--- config.mk ---
export PLATFORM = sky130hd
export DESIGN_NAME = muldiv_seq
export DESIGN_NICKNAME = d
export VERILOG_FILES = /design/src/rtl/muldiv_seq.sv
export SDC_FILE = /design/constraint.sdc
export NUM_CORES = 1
export LEC_CHECK = 0
export CAP_MARGIN = 40
export CORE_UTILIZATION = 30
export DETAILED_ROUTE_END_ITERATION = 6
export HOLD_SLACK_MARGIN = 0.1
export SLEW_MARGIN = 20
export SYNTH_ARGS = -nofsm -noshare
export SYNTH_HDL_FRONTEND = slang
export SYNTH_SLANG_ARGS = --single-unit
--- constraint.sdc ---
create_clock -name clk -period 6.2 [get_ports clk]
set_clock_uncertainty 0.1 [all_clocks]
set_input_delay 1.24 -clock clk [delete_from_list [all_inputs] [get_ports clk]]
set_output_delay 1.24 -clock clk [all_outputs]
set_load 0.05 [all_outputs]
--- src/rtl/muldiv_seq.sv ---
// Sequential RV32M multiply/divide unit.
// One shift-add (multiply) or restoring shift-subtract (divide) step per cycle.
// Operands are converted to magnitudes on acceptance; the sign is applied once,
// on the final step, so the result register only changes when valid rises.
// Divide-by-zero and signed overflow bypass the iterative datapath entirely.
//
// Handshake: start is sampled only in IDLE and only when flush is low. Once
// accepted, busy is high for the XLEN iteration cycles. valid is a single-cycle
// pulse in DONE, and result is good in that cycle and held until the next
// completion. flush or rst_n abandon the operation without a valid pulse.
module muldiv_seq #(
    parameter int XLEN = 32
) (
    input  logic            clk,
    input  logic            rst_n,
    input  logic            start,
    input  logic [2:0]      funct3,
    input  logic [XLEN-1:0] op_a,
    input  logic [XLEN-1:0] op_b,
    input  logic            flush,
    output logic            busy,
    output logic            valid,
    output logic [XLEN-1:0] result,
    output logic [1:0]      dbg_state
);

    localparam int AW = 2 * XLEN + 1;
    localparam int CW = $clog2(XLEN) + 1;

    typedef enum logic [1:0] {
        IDLE = 2'd0,
        CALC = 2'd1,
        DONE = 2'd2
    } state_t;

    state_t          state_q, state_d;
    logic [2:0]      op_q, op_d;
    logic            neg_q, neg_d;
    logic [XLEN-1:0] addend_q, addend_d;
    logic [AW-1:0]   acc_q, acc_d;
    logic [CW-1:0]   cnt_q, cnt_d;
    logic            busy_q, busy_d;
    logic            valid_q, valid_d;
    logic [XLEN-1:0] result_q, result_d;

    // Operand decode, single-step datapath and final sign fixup
    logic            is_div, a_signed, b_signed, a_neg, b_neg;
    logic [XLEN-1:0] mag_a, mag_b;
    logic            div_zero, div_ovf;
    logic [XLEN-1:0] special_res;
    logic [XLEN:0]   mul_sum;
    logic [AW-1:0]   mul_next, div_shift, div_next, acc_step;
    logic [XLEN+1:0] div_diff;
    logic [2*XLEN-1:0] prod, prod_fix;
    logic [XLEN-1:0] quot, rem, final_res;

    // Next-state, datapath and output computation
    always_comb begin
        is_div   = funct3[2];
        a_signed = is_div ? ~funct3[0] : (funct3 != 3'b011);
        b_signed = is_div ? ~funct3[0] : ~funct3[1];
        a_neg    = a_signed & op_a[XLEN-1];
        b_neg    = b_signed & op_b[XLEN-1];
        mag_a    = a_neg ? -op_a : op_a;
        mag_b    = b_neg ? -op_b : op_b;
        div_zero = is_div && (op_b == '0);
        div_ovf  = is_div && ~funct3[0] && (op_a == {1'b1, {(XLEN-1){1'b0}}}) && (op_b == '1);
        if (div_zero) begin
            special_res = funct3[1] ? op_a : '1;
        end else begin
            special_res = funct3[1] ? '0 : {1'b1, {(XLEN-1){1'b0}}};
        end

        // Multiply: conditionally add multiplicand to the upper half, shift right
        mul_sum  = acc_q[AW-1:XLEN] + (acc_q[0] ? {1'b0, addend_q} : '0);
        mul_next = {1'b0, mul_sum, acc_q[XLEN-1:1]};
        // Divide: shift left, trial-subtract divisor, keep if no borrow
        div_shift = {acc_q[AW-2:0], 1'b0};
        div_diff  = {1'b0, div_shift[AW-1:XLEN]} - {2'b00, addend_q};
        div_next  = div_diff[XLEN+1] ? div_shift
                                     : {div_diff[XLEN:0], div_shift[XLEN-1:1], 1'b1};
        acc_step  = op_q[2] ? div_next : mul_next;

        prod     = acc_step[2*XLEN-1:0];
        prod_fix = neg_q ? -prod : prod;
        quot     = acc_step[XLEN-1:0];
        rem      = acc_step[2*XLEN-1:XLEN];
        if (!op_q[2]) begin
            final_res = (op_q[1:0] == 2'b00) ? prod_fix[XLEN-1:0] : prod_fix[2*XLEN-1:XLEN];
        end else if (op_q[1]) begin
            final_res = neg_q ? -rem : rem;
        end else begin
            final_res = neg_q ? -quot : quot;
        end

        state_d  = state_q;
        op_d     = op_q;
        neg_d    = neg_q;
        addend_d = addend_q;
        acc_d    = acc_q;
        cnt_d    = cnt_q;
        result_d = result_q;

        case (state_q)
            IDLE: begin
                if (start && !flush) begin
                    op_d  = funct3;
                    cnt_d = '0;
                    if (is_div) begin
                        neg_d    = funct3[1] ? a_neg : (a_neg ^ b_neg);
                        addend_d = mag_b;
                        acc_d    = {{(XLEN+1){1'b0}}, mag_a};
                    end else begin
                        neg_d    = (funct3 == 3'b010) ? a_neg : (a_neg ^ b_neg);
                        addend_d = mag_a;
                        acc_d    = {{(XLEN+1){1'b0}}, mag_b};
                    end
                    if (div_zero || div_ovf) begin
                        result_d = special_res;
                        state_d  = DONE;
                    end else begin
                        state_d  = CALC;
                    end
                end
            end
            CALC: begin
                acc_d = acc_step;
                cnt_d = cnt_q + CW'(1);
                if (cnt_q == CW'(XLEN - 1)) begin
                    result_d = final_res;
                    state_d  = DONE;
                end
            end
            DONE: begin
                state_d = IDLE;
            end
            default: begin
                state_d = IDLE;
            end
        endcase

        // A flush abandons whatever is in flight and never updates result
        if (flush) begin
            state_d  = IDLE;
            result_d = result_q;
        end

        busy_d  = (state_d == CALC);
        valid_d = (state_d == DONE);
    end

    // State, datapath and registered outputs with asynchronous reset
    always_ff @(posedge clk or negedge rst_n) begin
        if (!rst_n) begin
            state_q  <= IDLE;
            op_q     <= '0;
            neg_q    <= 1'b0;
            addend_q <= '0;
            acc_q    <= '0;
            cnt_q    <= '0;
            busy_q   <= 1'b0;
            valid_q  <= 1'b0;
            result_q <= '0;
        end else begin
            state_q  <= state_d;
            op_q     <= op_d;
            neg_q    <= neg_d;
            addend_q <= addend_d;
            acc_q    <= acc_d;
            cnt_q    <= cnt_d;
            busy_q   <= busy_d;
            valid_q  <= valid_d;
            result_q <= result_d;
        end
    end

    assign busy      = busy_q;
    assign valid     = valid_q;
    assign result    = result_q;
    assign dbg_state = state_q;

endmodule

==> qor.log, run 1 <==
[finish] fraction of final layout cells with drive strength greater than 1 0.06250
[clocking] maximum root-to-sink buffer count 2
[clocking] clock tree sinks 143
[sta] part of the cycle the worst path needs 0.9321
[power] total power density per cell area 436.9 mW/mm^2
[sta] total count of max-transition violations in the final report 0
[hold_path] hold-critical path depth 1
[sta] RSZ-0062 raised after global routing false
[hold_path] worst min-delay path endpoint result[10]
[sta] minimum clock period 5.779 ns
[die] initial core utilization 0.3039
[setup_path] master of the slowest instance on the critical path a21boi_4
[logic_synthesis] post-synthesis instance area 0.01597 mm^2
[logic_synthesis] Syn Area/Cell 7.322 um^2
[run] maximum capacitance violations 0
[logic_synthesis] top cell type's share of synthesized area 0.2241
[die] ports placed on the boundary 107
[setup_path] cell breakdown of the critical path clkdlybuf4s50_1 -> inv_1 -> ha_1 -> nand3b_1 -> or2_2 -> nor3_1 -> nand4_1 -> o21ai_0 -> nand2_1 -> a21boi_4 -> nand2_1 -> a311oi_1 -> o21ai_0 -> o21ai_0
[logic_synthesis] Syn Nets 2,324
[power] leakage dissipation 7.245 nW
[setup_path] buffers plus inverters on the worst setup path 2
[grt] gr ovfl total 0
[hold_path] startpoint of the worst hold path result[10]
[logic_synthesis] most common flop cell mapped by yosys dfrtp_1
[routing] DRC violations left 1
[status] violated checks DRC
[setup_path] required arrival time at the worst endpoint 6.45 ns
[routing] Vias/cell 5.941
[die] area of the die 0.05416 mm^2
[clocking] Resized Gates After CTS 0
[sta] maximum clock rate 0.1730 GHz
[finish] post-layout instance count excluding filler cells 2,912
[sta] sum of negative setup slack 0 ns
[clocking] H-tree depth 4
[logic_synthesis] distinct cell type count after synthesis 94
[sta] actual slew at the worst max-slew pin 0.9080 ns
[placed_design] post-placement cell count 2,877
[logic_synthesis] Gate Count Post-Synth 2,181
[power] worst vdd rail ir drop 0.2235 mV
[finish] Filler Cell Count 5,589
[clocking] number of CTS-inserted buffers 17
[setup_path] cell family contributing the most delay on the critical path compound AO/OA/AOI/OAI gates
[clocking] buffers inserted by post-CTS timing repair 0
[setup_path] Arr. time, crit path 6.03 ns
[logic_synthesis] number of flops mapped to enable cells by yosys 0
[sta] Final setup violation count 0
[setup_path] critical path class in -> reg
[finish] # diodes 0
[setup_path] R2R Setup Slk 0.63 ns
[die] die span in x 232.7 um
[logic_synthesis] library cell occupying the most area in the post-synthesis netlist dfrtp_1
[clocking] clock tree from TritonCTS done
[die] Core Footprint 0.05255 mm^2
[grt] number of global-route vias before repair 16,138
[finish] post-synthesis to final-layout area growth 15.18%
[logic_synthesis] share of flip-flops with an asynchronous set or reset after synthesis 1.000
[setup_path] critical path fanouts, max 25
[clocking] clock slew seen by the registers of the worst setup and hold paths 0.07 ns
[hold_path] worst hold path class reg -> reg
[grt] Tot GR Track Use 0.2445
[setup_path] startpoint of the worst register-to-register path acc_q[0]
[setup_path] most frequent CP cell o21ai_0
[placed_design] post-place setup slack 0.06701 ns
[clocking] hold buffer count at CTS 0
[clocking] buffer cell driving the clock tree root clkbuf_16
[grt] first-pass GRT wire length 100,300 um
[logic_synthesis] synthesis-stage register bit count 143
[status] result of the run finished, violations left
[logic_synthesis] most area-consuming cells after synthesis dfrtp_1 (22%), o21ai_0 (7.0%), nand2_1 (6.0%), a21oi_1 (5.6%), ha_1 (5.5%)
[routing] WL per Instance 23.00 um
[clocking] later-pin clock latency in the skew report 0.46 ns
[routing] Post-Route WL 66,980 um
[sta] final critical-path setup slack 0.4212 ns
[routing] antenna-violating nets left 0
[setup_path] R2R cell count 16
[grt] largest net degree at the start of global routing 110
[grt] antenna violations before repair 4
[routing] drt first pass iters 7
[sta] normalized max-slew margin 0.3883
[routing] overall via count from detail_route 17,301
[placed_design] post-detail-place hpwl 52,080 um
[finish] total number of nets in the final design 2,354
[logic_synthesis] yosys warns 0
[sta] final-report hold violation count 0
[setup_path] endpoint of the worst register-to-register path result[28]
[placed_design] final weighted congestion of routability-driven global placement 1.000
[setup_path] type of element capturing the critical path flop
[die] total number of placement rows 84
[die] chip height 232.7 um
[placed_design] input/output buffers 106
[logic_synthesis] sequential share of the synthesized area 0.2241
[routing] Detailed Route Iter0 Violations 2,306
[setup_path] largest stage delay on the critical path 0.69 ns
[setup_path] startpoint kind of the worst setup timing path input pin
==> worst register-to-register path, cell delays in order, from the launching register on <==
cell,delay [ns]
dfrtp_1,0.52
and2_1,0.21
ha_1,0.22
fa_1,0.44
a211oi_1,0.29
o211ai_1,0.25
and4_1,0.30
a211o_1,0.37
o311ai_0,0.66
o221ai_1,0.31
o311a_1,0.22
a211oi_2,0.48
nand3_2,0.20
o41ai_1,0.43
xor2_1,0.16
o211ai_1,0.20
nand3_1,0.10
==> routing by layer <==
metal	vias to the layer above	global-route usage	share of wire
li1	8040	-	-
met1	8283	0.3326	0.43
met2	836	0.3742	0.44
met3	138	0.05123	0.087
met4	4	0.09824	0.040
met5	-	0	0.00034
==> kinds of logic (layout without fill, tap and decap cells) <==
family | count (synthesis) | after routing | synth area share
buffers and inverters | 199 | 242 | 0.04905
and+or+nand+nor | 792 | 792 | 0.2349
xor gates and xnor gates | 174 | 174 | 0.09543
adders and majority gates | 72 | 72 | 0.05735
AOI/OAI and AO/OA | 745 | 745 | 0.3020
DFF | 143 | 143 | 0.2241
muxes | 56 | 56 | 0.03714
==> cell usage in the layout, fill, tap and decap left out, types with 48 or more instances in the layout <==
cell type	n
mux2i_1	48
xnor2_1	100
nand2_1	256
o21ai_0	224
xor2_1	74
dfrtp_1	141
nor3_1	48
a21oi_1	179
inv_1	64
o211ai_1	53
clkdlybuf4s50_1	104
nor2_1	209
nand3_1	73
ha_1	70
==> state kept, by name (all words and copies together) (netlist names) <==
name       flops
busy           1
cnt_q          6
neg_q          1
result        32
dbg_state      2
valid          1
addend_q      32
acc_q         65
op_q           3
==> power by group <==
group          switching, mW  internal, mW
clock network          0.465         0.759
registers              0.301          1.14
logic                   3.50          1.87
==> through the flow <==
step                power (mW)    util  hold slack [ns]  area, um^2
global placement         6.602  0.3358           0.3727       17640
global route             8.524  0.3500           0.4242       18390
CTS                      7.883  0.3492           0.3926       18350
floorplan                5.042       -           0.3492       15970
finish                   8.035  0.3500           0.3906       18390
detailed placement       6.634  0.3365           0.3787       17680
==> synth_stat cells, drive strengths merged (5+ instances only) <==
library cell    n
nand4          28
or4             9
xor2           74
clkbuf        111
ha             70
o21ai         231
nor4           16
nand2b         15
nand2         256
and3           14
a21boi         12
or3            20
and2           38
or2            18
a31o            6
o211ai         55
nor4b           5
xnor2         100
o311ai          9
inv            64
nand3          77
o41ai          12
nor3b           8
buf            24
nor2          212
nor3           48
dfrtp         143
nor2b          12
a211oi         25
o21bai          9
a21o           23
a221oi         11
mux2            6
a31oi          35
o2111ai         5
o21a           19
o22ai           7
a21oi         180
o31ai          35
o221ai         28
mux2i          48
==> worst max-delay path by stage <==
stage / start / endpoint / slack [ns] / cells past startpoint
after floorplan: acc_q[39] / result[24] / 1.57 / 20
after global placement: op_a[0] / result[19] / 0.03 / 14
after detailed placement: op_a[0] / result[19] / 0.07 / 14
after CTS: op_a[0] / result[19] / 0.52 / 14
after global routing: op_a[0] / result[19] / 0.23 / 14
final: op_a[0] / result[19] / 0.42 / 14
==> layout make-up <==
type / count / area [um^2] / share of cell area
Multi-Input combinational cell: 1839 / 11640 / 0.6331
Sequential cell: 143 / 3583 / 0.1948
Timing Repair Buffer: 146 / 1395 / 0.07585
Tap cell: 688 / 860.8 / 0.04680
Clock buffer: 19 / 432.9 / 0.02354
Inverter: 64 / 240.2 / 0.01306
Clock inverter: 13 / 235.2 / 0.01279
Power figures use the tool's default switching activity.
==> run 2, diff against run 1 <==
Settings changed: CELL_PAD_IN_SITES_DETAIL_PLACEMENT set to 1, CELL_PAD_IN_SITES_GLOBAL_PLACEMENT set to 1, PLACE_DENSITY_LB_ADDON set to 0.1.
==> run 2 against run 1 <==
  * The flow now finishes without violations
  * Combinational power up 5.0%
  * Worst hold slack better by 0.022 ns
  * Sequential cell count unchanged
  * Cell count up 0.58%
  * Design area up 0.23%
  * Core utilization up 0.081 points
  * Non-clock buffer count up 18
  * Register-to-register slack about the same
  * Die area unchanged
  * Critical path depth down 1
  * Critical path type unchanged
  * Critical endpoint is now result[4]
==> qor.log, run 2 (synthesized netlist as in run 1, its figures left out) <==
[clocking] maximum root-to-sink buffer count 2
[die] area of the die 0.05416 mm^2
[sta] normalized max-slew margin 0.3514
[sta] Final setup violation count 0
[hold_path] worst hold path class reg -> reg
[power] leakage dissipation 7.289 nW
[routing] Detailed Route Iter0 Violations 1,323
[power] Internal 3.686 mW
[die] ports placed on the boundary 107
[grt] Tot GR Track Use 0.2916
[sta] maximum clock rate 0.1764 GHz
[die] die span in x 232.7 um
[finish] Final Instance Area 0.01844 mm^2
[setup_path] Arr. time, crit path 5.93 ns
[routing] Post-Route WL 78,520 um
[clocking] clock slew seen by the registers of the worst setup and hold paths 0.07 ns
[routing] antenna-violating nets left 0
[sta] sum of negative setup slack 0 ns
[power] Seq pwr share 0.178
[power] worst vdd rail ir drop 0.2523 mV
[finish] number of flip-flops under the largest register name 65
[routing] DRC violations left 0
[finish] most common cell after layout, fill and taps aside nand2_1
[setup_path] cell breakdown of the critical path clkdlybuf4s50_1 -> inv_1 -> ha_1 -> nand3b_1 -> or2_2 -> nor3_1 -> nand4_1 -> o21ai_0 -> nand2_1 -> a21boi_4 -> buf_4 -> buf_4 -> mux2_2
[power] total power density per cell area 443.5 mW/mm^2
[power] switching share of power 0.5492
[clocking] number of CTS-inserted buffers 17
[clocking] clock tree from TritonCTS done
[finish] post-synthesis to final-layout area growth 15.44%
[setup_path] critical path class in -> reg
[hold_path] hold-critical path depth 1
[finish] fraction of final layout cells with drive strength greater than 1 0.06917
[sta] part of the cycle the worst path needs 0.9145
[die] Core Footprint 0.05255 mm^2
[grt] first-pass GRT wire length 116,900 um
[die] initial core utilization 0.3039
[clocking] H-tree depth 4
[clocking] buffers inserted by post-CTS timing repair 0
[power] total net switching power 4.490 mW
[sta] actual slew at the worst max-slew pin 0.9483 ns
[finish] register with the most flip-flops acc_q
[setup_path] required arrival time at the worst endpoint 6.46 ns
[die] chip height 232.7 um
[routing] WL per Instance 26.81 um
[setup_path] critical path fanouts, max 27
[routing] Vias/cell 5.944
[placed_design] input/output buffers 106
[clocking] hold buffer count at CTS 0
[status] result of the run complete, no violations
[finish] total number of nets in the final design 2,372
[sta] final-report hold violation count 0
[finish] most frequent cells in the layout nand2_1 (256), o21ai_0 (224), nor2_1 (209)
[power] Gate power share 0.690
[clocking] later-pin clock latency in the skew report 0.47 ns
[placed_design] post-detail-place hpwl 62,180 um
[routing] drt first pass iters 7
[clocking] Resized Gates After CTS 0
[grt] antenna violations before repair 9
[setup_path] largest stage delay on the critical path 0.74 ns
[die] total number of placement rows 84
[setup_path] master of the slowest instance on the critical path o21ai_0
[power] share of total power in the clock network 0.132
[setup_path] type of element capturing the critical path flop
[routing] overall via count from detail_route 17,410
[setup_path] cell depth of the worst setup path 13
[finish] # diodes 0
[sta] RSZ-0062 raised after global routing false
[placed_design] final weighted congestion of routability-driven global placement 0.9582
[setup_path] cell family contributing the most delay on the critical path buffers and inverters
[setup_path] startpoint kind of the worst setup timing path input pin
[placed_design] placed cell areas 0.01785 mm^2
[grt] largest net degree at the start of global routing 86
[setup_path] R2R cell count 16
[clocking] buffer cell driving the clock tree root clkbuf_16
[clocking] clock tree sinks 143
[setup_path] most frequent CP cell buf_4
[setup_path] buffers plus inverters on the worst setup path 4
[run] maximum capacitance violations 0
[grt] gr ovfl total 0
[grt] number of global-route vias before repair 17,646
[sta] minimum clock period 5.670 ns
[sta] total count of max-transition violations in the final report 0
-- run 2: changes by cell type in the layout (fill, tap and decap cells not counted) --
cell,previous run,this run
buf_4,37,53
bufinv_16,6,2
inv_6,4,0
buf_12,0,3
clkinv_4,0,3
buf_16,2,0
clkbuf_8,0,2
buf_2,2,3
clkbuf_1,2,3
clkinv_2,1,2
nor2_2,3,2
nor2_4,0,1
-- run 2: power groups by stage --
stage,clock network [mW],registers [mW],logic (mW)
after floorplan,0,1.37,3.67
after global placement,0,1.45,5.46
after detailed placement,0,1.46,5.52
after CTS,1.09,1.45,5.56
after global routing,1.12,1.48,6.08
final,1.08,1.45,5.64
-- run 2: final timing paths --
path | slack, ns | to | from
hold reg to reg | 0.41 | cnt_q[5] | cnt_q[5]
setup reg to reg | 0.63 | result[30] | acc_q[0]
setup / recovery | 0.53 | result[4] | op_a[0]
max in group asynchronous | 4.35 | addend_q[11] | rst_n
min in group asynchronous | 0.65 | addend_q[29] | rst_n
hold / removal | 0.41 | cnt_q[5] | cnt_q[5]
-- run 2: area by class of cell --
| class | instances | area [um^2] |
|---|---|---|
| fillers | 6450 | 34120 |
| multi-input cells | 1839 | 11650 |
| flip-flops and latches | 143 | 3583 |
| repair buffers | 164 | 1525 |
| well taps | 688 | 860.8 |
| clock buffers | 22 | 464.2 |
| inverters | 64 | 240.2 |
| clock inverters | 9 | 111.4 |
-- run 2: metal layers --
metal  vias up  wire (um)  global-route usage  part of all wire
met3       116       3256             0.02917             0.041
li1       8070          -                   -                 -
met5         -          0                   0                 0
met1      8763      35730              0.3928              0.46
met2       461      36220              0.4701              0.46
met4         0       3315              0.1285             0.042
-- run 2: metrics by stage --
stage	setup WS, ns	hold slack [ns]	cells	power (mW)	util
floorplan	1.569	0.3492	2181	5.042	-
global placement	0.1589	0.3794	2891	6.908	0.3385
detailed placement	0.1569	0.4022	2897	6.979	0.3398
CTS	0.6332	0.4098	2928	8.096	0.3507
global route	0.1695	0.4392	2929	8.682	0.3508
finish	0.5298	0.4124	2929	8.175	0.3508
==> run 3, diff against run 2 <==
Settings changed: GPL_ROUTABILITY_DRIVEN set to 1.
==> results of run 3 <==
No change in the layout: final DEF, timing and power equal those of run 2.
